--- src/rtl/data_mem_arbiter.sv ---
// Data memory arbiter: CPU MEM stage has combinational priority, debug port uses req/ack.
// Optional performance counters are enabled by defining ARB_PERF_CNT_EN.
module data_mem_arbiter #(
  parameter int ADDR_W       = 32,
  parameter int DATA_W       = 32,
  parameter int STARVE_LIMIT = 4
) (
  input  logic              clk,
  input  logic              rst,
  input  logic              cpu_req,
  input  logic              cpu_we,
  input  logic [ADDR_W-1:0] cpu_addr,
  input  logic [DATA_W-1:0] cpu_wdata,
  output logic [DATA_W-1:0] cpu_rdata,
  output logic              cpu_stall,
  input  logic              dbg_req,
  input  logic              dbg_we,
  input  logic [ADDR_W-1:0] dbg_addr,
  input  logic [DATA_W-1:0] dbg_wdata,
  output logic              dbg_ack,
  output logic [DATA_W-1:0] dbg_rdata,
  output logic [ADDR_W-1:0] mem_addr,
  output logic [DATA_W-1:0] mem_wdata,
  output logic              mem_we,
  input  logic [DATA_W-1:0] mem_rdata,
  output logic [31:0]       perf_stall_cnt,
  output logic [31:0]       perf_dbg_cnt
);

  typedef enum logic {IDLE, DONE} state_t;

  localparam logic [7:0] STARVE_MAX = 8'(STARVE_LIMIT);

  state_t     state;
  logic [7:0] wait_cnt;
  logic       grant_dbg;

  // Reset suppresses the grant so neither a debug write nor a stall can leak out during reset.
  assign grant_dbg = !rst && (state == IDLE) && dbg_req &&
                     (!cpu_req || (wait_cnt == STARVE_MAX));

  assign cpu_stall = grant_dbg && cpu_req;
  assign cpu_rdata = mem_rdata;

  always_comb begin
    mem_addr  = cpu_addr;
    mem_wdata = cpu_wdata;
    mem_we    = cpu_we && cpu_req;
    if (grant_dbg) begin
      mem_addr  = dbg_addr;
      mem_wdata = dbg_wdata;
      mem_we    = dbg_we;
    end
    if (rst) mem_we = 1'b0;
  end

  // NOTE: sequential state uses non-blocking assignments so every flop samples pre-edge values.
  always_ff @(posedge clk) begin
    if (rst) begin
      state     <= IDLE;
      wait_cnt  <= '0;
      dbg_ack   <= 1'b0;
      dbg_rdata <= '0;
    end else begin
      state   <= grant_dbg ? DONE : IDLE;
      dbg_ack <= grant_dbg;
      if (grant_dbg) dbg_rdata <= mem_rdata;
      if (state == IDLE) begin
        if (grant_dbg || !dbg_req) wait_cnt <= '0;
        else if (cpu_req)          wait_cnt <= wait_cnt + 8'd1;
      end
    end
  end

`ifdef ARB_PERF_CNT_EN
  logic [31:0] stall_cnt_q;
  logic [31:0] dbg_cnt_q;

  // Both counters saturate rather than wrap.
  always_ff @(posedge clk) begin
    if (rst) begin
      stall_cnt_q <= '0;
      dbg_cnt_q   <= '0;
    end else begin
      if (cpu_stall && (stall_cnt_q != 32'hFFFF_FFFF)) stall_cnt_q <= stall_cnt_q + 32'd1;
      if (grant_dbg && (dbg_cnt_q != 32'hFFFF_FFFF))   dbg_cnt_q   <= dbg_cnt_q + 32'd1;
    end
  end

  assign perf_stall_cnt = stall_cnt_q;
  assign perf_dbg_cnt   = dbg_cnt_q;
`else
  assign perf_stall_cnt = '0;
  assign perf_dbg_cnt   = '0;
`endif

endmodule

--- config.mk ---
export PLATFORM = sky130hd
export DESIGN_NAME = data_mem_arbiter
export DESIGN_NICKNAME = d
export VERILOG_FILES = /design/src/rtl/data_mem_arbiter.sv
export SDC_FILE = /design/constraint.sdc
export NUM_CORES = 1
export LEC_CHECK = 0
export BUFFER_PORTS_ARGS = -buffer_cell sky130_fd_sc_hd__buf_2
export CORE_AREA = 2 2 140 142
export CTS_CLUSTER_DIAMETER = 200
export DETAILED_ROUTE_END_ITERATION = 6
export DIE_AREA = 0 0 142 144
export GPL_TIMING_DRIVEN = 0
export PLACE_DENSITY = 0.43
export SLEW_MARGIN = 20
export SYNTH_ARGS = -nofsm -noshare
export SYNTH_HDL_FRONTEND = slang
export SYNTH_SLANG_ARGS = --single-unit
export TNS_END_PERCENT = 20
--- constraint.sdc ---
create_clock -name clk -period 3.7 [get_ports clk]
set_clock_uncertainty 0.15 [all_clocks]
set_input_delay 0.185 -clock clk [delete_from_list [all_inputs] [get_ports clk]]
set_output_delay 0.185 -clock clk [all_outputs]
set_load 0.05 [all_outputs]
==> results of run 1 <==
[worst paths after layout]
path	start	end	cells after the start
max	wait_cnt[0]$_SDFFE_PP0P_	mem_addr[27]	9
min	mem_rdata[4]	dbg_rdata[4]$_SDFFE_PP0P_	3
max reg2reg	wait_cnt[0]$_SDFFE_PP0P_	dbg_rdata[7]$_SDFFE_PP0P_	8
min reg2reg	dbg_rdata[15]$_SDFFE_PP0P_	dbg_rdata[15]$_SDFFE_PP0P_	2
[critical path, delay by kind of cell, from the launching register on]
kind | cells | cell delay, ps
buffers and inverters | 4 | 740
AND/OR/NAND/NOR | 2 | 600
adder cells (fa/ha/maj) | 1 | 160
multiplexers | 1 | 360
flip-flops | 1 | 330
AO/OA/AOI/OAI | 1 | 190
[sequential cells by signal, summed over array words and instances (netlist names)]
| name | cells |
|---|---|
| dbg_rdata | 32 |
| wait_cnt | 8 |
| dbg_ack | 1 |
[per-stage QoR]
stage	utilization	power (W)	cell area (sq um)	setup slack [ps]	std cells
detailed placement	0.279	0.00133	5320	885	981
CTS	0.304	0.00187	5790	562	1020
floorplan	-	0.00113	3540	677	447
global route	0.304	0.00193	5790	437	1020
global placement	0.279	0.00133	5320	873	981
finish	0.304	0.00185	5790	666	1020
[cells in the final DEF (no fill, tap or decap), types with 2 or more instances in the layout]
cell,instances
buf_2,299
buf_4,97
conb_1,64
nand2_1,41
dfxtp_1,41
mux2_1,40
nand3_1,37
o211ai_1,32
dlygate4sd3_1,31
mux2_2,24
clkbuf_1,19
nor2_1,9
o21ai_0,5
clkbuf_16,5
buf_6,4
a22o_1,3
a21oi_1,3
nand3b_1,3
inv_1,2
a21bo_2,2
and3_1,2
nor3_1,2
a31oi_1,2
ha_1,2
[final cells by class]
type,count,area share
multi-input cells,281,0.319
repair buffers,327,0.309
inverters,3,0.00194
flip-flops and latches,41,0.142
plain buffers,122,0.148
clock inverters,2,0.00670
clock buffers,6,0.0222
well taps,238,0.0514
[power groups by stage]
stage	combinational, W	clock, W	sequential, W
global route	0.000922	0.000542	0.000471
finish	0.000877	0.000507	0.000469
CTS	0.000877	0.000526	0.000469
global placement	0.000852	0	0.000478
floorplan	0.000589	0	0.000539
detailed placement	0.000850	0	0.000478
[per-layer routing]
layer	GRT usage	part of all wire
met2	0.207	0.52
met3	0.0325	0.090
met5	0	0
met1	0.118	0.38
met4	0.0258	0.0085
[cells by family (layout without fill, tap and decap cells)]
| group | Yosys count | after routing |
|---|---|---|
| fa+ha+maj | 2 | 2 |
| mux | 65 | 65 |
| buf+inv | 125 | 460 |
| flops | 41 | 41 |
| other cells | 1 | 64 |
| simple gates | 99 | 99 |
| compound gates | 51 | 51 |
[repair_timing]
action / CTS / global route
hold endpoints to repair: 31 / 0
hold buffers: 31 / 0
setup endpoints to repair: 0 / 0
==> summary.txt, run 1 <==
Internal power - 0.00105 W
YS warnings - 0
Vias in the first global route - 3524
Vias per cell - 3.75
Post-layout min period - 3030 ps
Critical path class - reg2out
DIE AREA - 20400 sq um
Largest family of logic cells by synthesized area - buffers and inverters
Max Cap Viol - 0
Area share of fa/ha/maj cells after synthesis - 0.00758
Xor and xnor fraction of the mapped netlist area - 0
Initial Util - 0.173
Die H - 144 microns
Post-CTS sizing - 0
Share of Yosys cell area claimed by the top area cell type - 0.249
R2R Setup Slk - 1460 ps
Area occupied by multi-input gates - 1850 sq um
Drt wl/cell - 12.2 microns
CP max stage delay - 360 ps
Ys flop type - dfxtp_1
Max transition margin - 0.601
Hold Vio Cnt, Final - 0
DP HPWL - 10100 microns
DR DRC count - 0
Largest net degree at the start of global routing - 14
Netlist cell types - 33
# IOs - 361
Pleak - 3.18 nW
Fill cells - 2048
Proportion of synthesized area in mux cells - 0.221
Min-delay worst type - in2reg
Max Buffers Root-to-Sink - 2
Initial antenna violation count - 0
Pre-antenna DRT Iters - 4
Worst path slowest cell - mux2_1
Final Setup Violations - 0
Compound-Gate Fraction of Synth Area - 0.114
Crit path launch type - flop
Logic pwr share - 0.473
Net Sw Power - 0.000806 W
Clock root buffer - clkbuf_16
CP required - 3370 ps
Most common cell in the netlist - buf_4
Final worst path period share - 0.820
Total CTS buffers - 5
Mapped Area - 3300 sq um
Critical path cell sequence - inv_1 > ha_1 > nor4b_4 > a21boi_2 > nor3_2 > buf_4 > buf_6 > mux2_1 > buf_2
Async set-or-reset flop fraction in the synthesized netlist - 0
Setup TNS - 0 ps
Simple-gate area share of the yosys netlist - 0.144
Crit. End Element - output pin
Total GRT Usage - 0.109
IO Port Bufs - 296
Number of synthesized flops with an enable pin - 0
FMAX - 330 MHz
Cell count after synthesis - 384
Peak VDD IR - 0.163 mV
Post-CTS Setup Inserts - 0
Core area - 19100 sq um
Std-Cell Rows - 51
Switching share of power - 0.435
RSZ-0062 raised after global routing - no
Synth area leaders - dfxtp_1 (25%), buf_4 (22%), mux2_1 (14%)
CTS tree - yes
Sink Count - 41
Worst skew pair latency - 290 ps
Sequential area share after synthesis - 0.249
Layout cell share with drive strength beyond 1 - 0.559
Sequential cell area - 821 sq um
First-pass GRT wire length - 18000 microns
Power per standard cell area - 320 nW/um^2
Via count - 3830
Yosys top cell by area - dfxtp_1
Ant diodes - 0
Clock power frac - 0.274
Fin nets - 949
Clock Pin Slew Worst Setup and Hold Paths - 60 ps
Syn_area_per_cell - 8.59 sq um
Worst-Margin Slew - 595 ps
RePlAce Congestion - 0.765
H-tree depth - 2
Number of synthesized register bits - 41
Top cells by count, synth - buf_4 (97), dfxtp_1 (41), nand2_1 (41)
Slew Viols, Final - 0
Worst path arrival time - 2700 ps
Detail Route Antenna Nets - 0
Area delta synth->final - 75.6%
Hold slack final - 18.2 ps
Overflow after GRT - 0
Status - complete, no violations
CP max FO - 10
Final WL - 12400 microns
Chip Width - 142 microns
Part of the power in registers - 0.253
Starting DRC count in detailed routing - 136
(Power assumes the default switching activity.)
==> run 2, diff against run 1 <==
PLACE_DENSITY = 0.44   (was 0.43)
clock period = 2.5 ns   (was 3.7 ns; I/O delays follow)
==> run 2 against run 1 <==
The flow now finishes with violations (setup timing); final area rose by 15%; sequential share of layout area fell by 1.9 points; global-route usage rose by 2.5 points; die area did not move; register-to-register slack got worse by 1200 ps; cell count rose by 1.8%; critical path depth rose by 1; count of clock-buffer cells in the layout fell by 1; sequential cell count did not move; clock power rose by 50%; worst setup slack got worse by 760 ps.
==> summary.txt, run 2 (synthesis gave the netlist of run 1 again) <==
Status - finished, violations left
Failing checks - setup timing
Final WS setup - -96.8 ps (-763 ps)
Fin nets - 964 (+1.6%)
DR DRC count - 0 (unchanged)
Setup TNS - -3820 ps (-3820 ps)
Fill cells - 2025 (-1.1%)
DIE AREA - 20400 sq um (unchanged)
FMAX - 385 MHz
Clock root buffer - clkbuf_16
Post-layout min period - 2600 ps
Clock Pin Slew Worst Setup and Hold Paths - 70 ps (about the same)
Worst path slowest cell - dfxtp_2
Hold slack final - 111 ps (+92.4 ps)
Placed cell areas - 5330 sq um (+0.26%)
Total CTS buffers - 5 (unchanged)
Power per standard cell area - 445 nW/um^2 (+39%)
CP most frequent cell - buf_6
H-tree depth - 2 (unchanged)
Max Buffers Root-to-Sink - 2 (unchanged)
Min-delay worst type - in2reg
Slew Viols, Final - 0 (unchanged)
Std-Cell Rows - 51 (unchanged)
Detail Route Antenna Nets - 0 (unchanged)
IO Port Bufs - 296 (unchanged)
Overflow after GRT - 0 (unchanged)
First-pass GRT wire length - 21400 microns (+19%)
Critical path cell sequence - inv_2 > ha_4 > nor4b_4 > a21boi_4 > nor3_4 > buf_6 > buf_12 > clkbuf_16 > mux2_4 > buf_6
CTS tree - yes
Chip Width - 142 microns (unchanged)
Hold Vio Cnt, Final - 0 (unchanged)
Max Cap Viol - 0 (unchanged)
Die H - 144 microns (unchanged)
Layout cell share with drive strength beyond 1 - 0.625 (+0.0660)
Biggest regs - dbg_rdata (32), wait_cnt (8), dbg_ack (1)
DP HPWL - 11700 microns (+16%)
Largest net degree at the start of global routing - 15 (+1)
Crit path launch type - flop
Final Setup Violations - 60 (+60)
Total GRT Usage - 0.134 (+0.0248)
Initial Util - 0.173 (unchanged)
Top cell family by delay on the critical path - buffers and inverters
Drt wl/cell - 14.4 microns (+18%)
Peak VDD IR - 0.252 mV (+54%)
Max reg flops - 32 (unchanged)
Vias in the first global route - 3831 (+8.7%)
Pleak - 3.60 nW (+13%)
RePlAce Congestion - 0.767 (+0.20%)
Final WL - 14900 microns (+20%)
Pre-antenna DRT Iters - 4 (unchanged)
Area delta synth->final - 103%
Max transition margin - 0.543 (-0.0581)
RSZ-0062 raised after global routing - yes
CP max stage delay - 330 ps (-30 ps)
Worst skew pair latency - 290 ps (about the same)
CP required - 2230 ps (-1140 ps)
Initial antenna violation count - 3 (+3)
Finished layout cell area - 6690 sq um (+15%)
Vias per cell - 3.79 (+1.0%)
Most frequent cells in the layout - buf_2 (239), buf_4 (105), conb_1 (64)
Critical path class - reg2out
Worst-Margin Slew - 681 ps (+86.6 ps)
CP max FO - 6 (-4)
Via count - 3938 (+2.8%)
Crit. End Element - output pin
Sink Count - 41 (unchanged)
# IOs - 361 (unchanged)
Placed cell count - 981 (unchanged)
Core area - 19100 sq um (unchanged)
Most common cell after layout, fill and taps aside - buf_2
Starting DRC count in detailed routing - 113 (-17%)
Worst path arrival time - 2320 ps (-380 ps)
Final worst path period share - 1.04
Most flops, register - dbg_rdata
Post-Layout Cell Count - 1038 (+1.8%)
Sum of buffers and inverters on the critical path - 5 (+1)
## run 2: where the power goes
group / leakage, nW / switching, W / internal [W]
clock network: 0.0842 / 0.000287 / 0.000473
logic: 3.18 / 0.000960 / 0.000560
registers: 0.335 / 0.0000137 / 0.000680
## run 2: worst paths after layout
path                                   start                         end  slack [ps]  depth (start not counted)
setup reg to reg    wait_cnt[0]$_SDFFE_PP0P_   dbg_rdata[8]$_SDFFE_PP0P_         310                         10
setup / recovery    wait_cnt[0]$_SDFFE_PP0P_               mem_wdata[21]        -100                         10
hold reg to reg   dbg_rdata[10]$_SDFFE_PP0P_  dbg_rdata[10]$_SDFFE_PP0P_         330                          2
hold / removal                           rst          dbg_ack$_SDFF_PP0_         110                          3
## run 2: layout make-up
class | instances | area, sq um | area share
repair buffers | 343 | 2400 | 0.359
multi-input cells | 281 | 2070 | 0.309
plain buffers | 121 | 915 | 0.137
flip-flops and latches | 41 | 823 | 0.123
well taps | 238 | 298 | 0.0445
clock buffers | 5 | 125 | 0.0187
clock inverters | 3 | 43.8 | 0.00655
inverters | 3 | 11.3 | 0.00168
diodes | 3 | 7.51 | 0.00112
## run 2: per-layer routing
metal,wire length [microns],track usage,vias up
li1,-,-,2006
met1,5970,0.157,1749
met2,7470,0.236,165
met3,1260,0.0414,18
met4,238,0.0342,0
met5,0,0,-
## run 2: stage by stage
step           total power (W)  setup WS, ps   util
3_3_place_gp           0.00199          -230  0.279
4_1_cts                0.00294          -173  0.338
3_5_place_dp           0.00198          -239  0.279
2_1_floorplan          0.00167           115      -
5_1_grt                0.00309          -189  0.351
6_report               0.00297         -96.8  0.351
## run 2: tightest hold or removal path, cell delays in order
cell and delay (ps):
buf_2 110, nor3_4 50, buf_4 190
## run 2: repair_timing
item	4_1_cts	5_1_grt
endpoints found under the hold margin	32	0
setup endpoints to repair	65	65
setup buffers	9	3
cloned	1	4
gates resized for setup	165	44
pin swaps	3	2
hold buffers	32	0
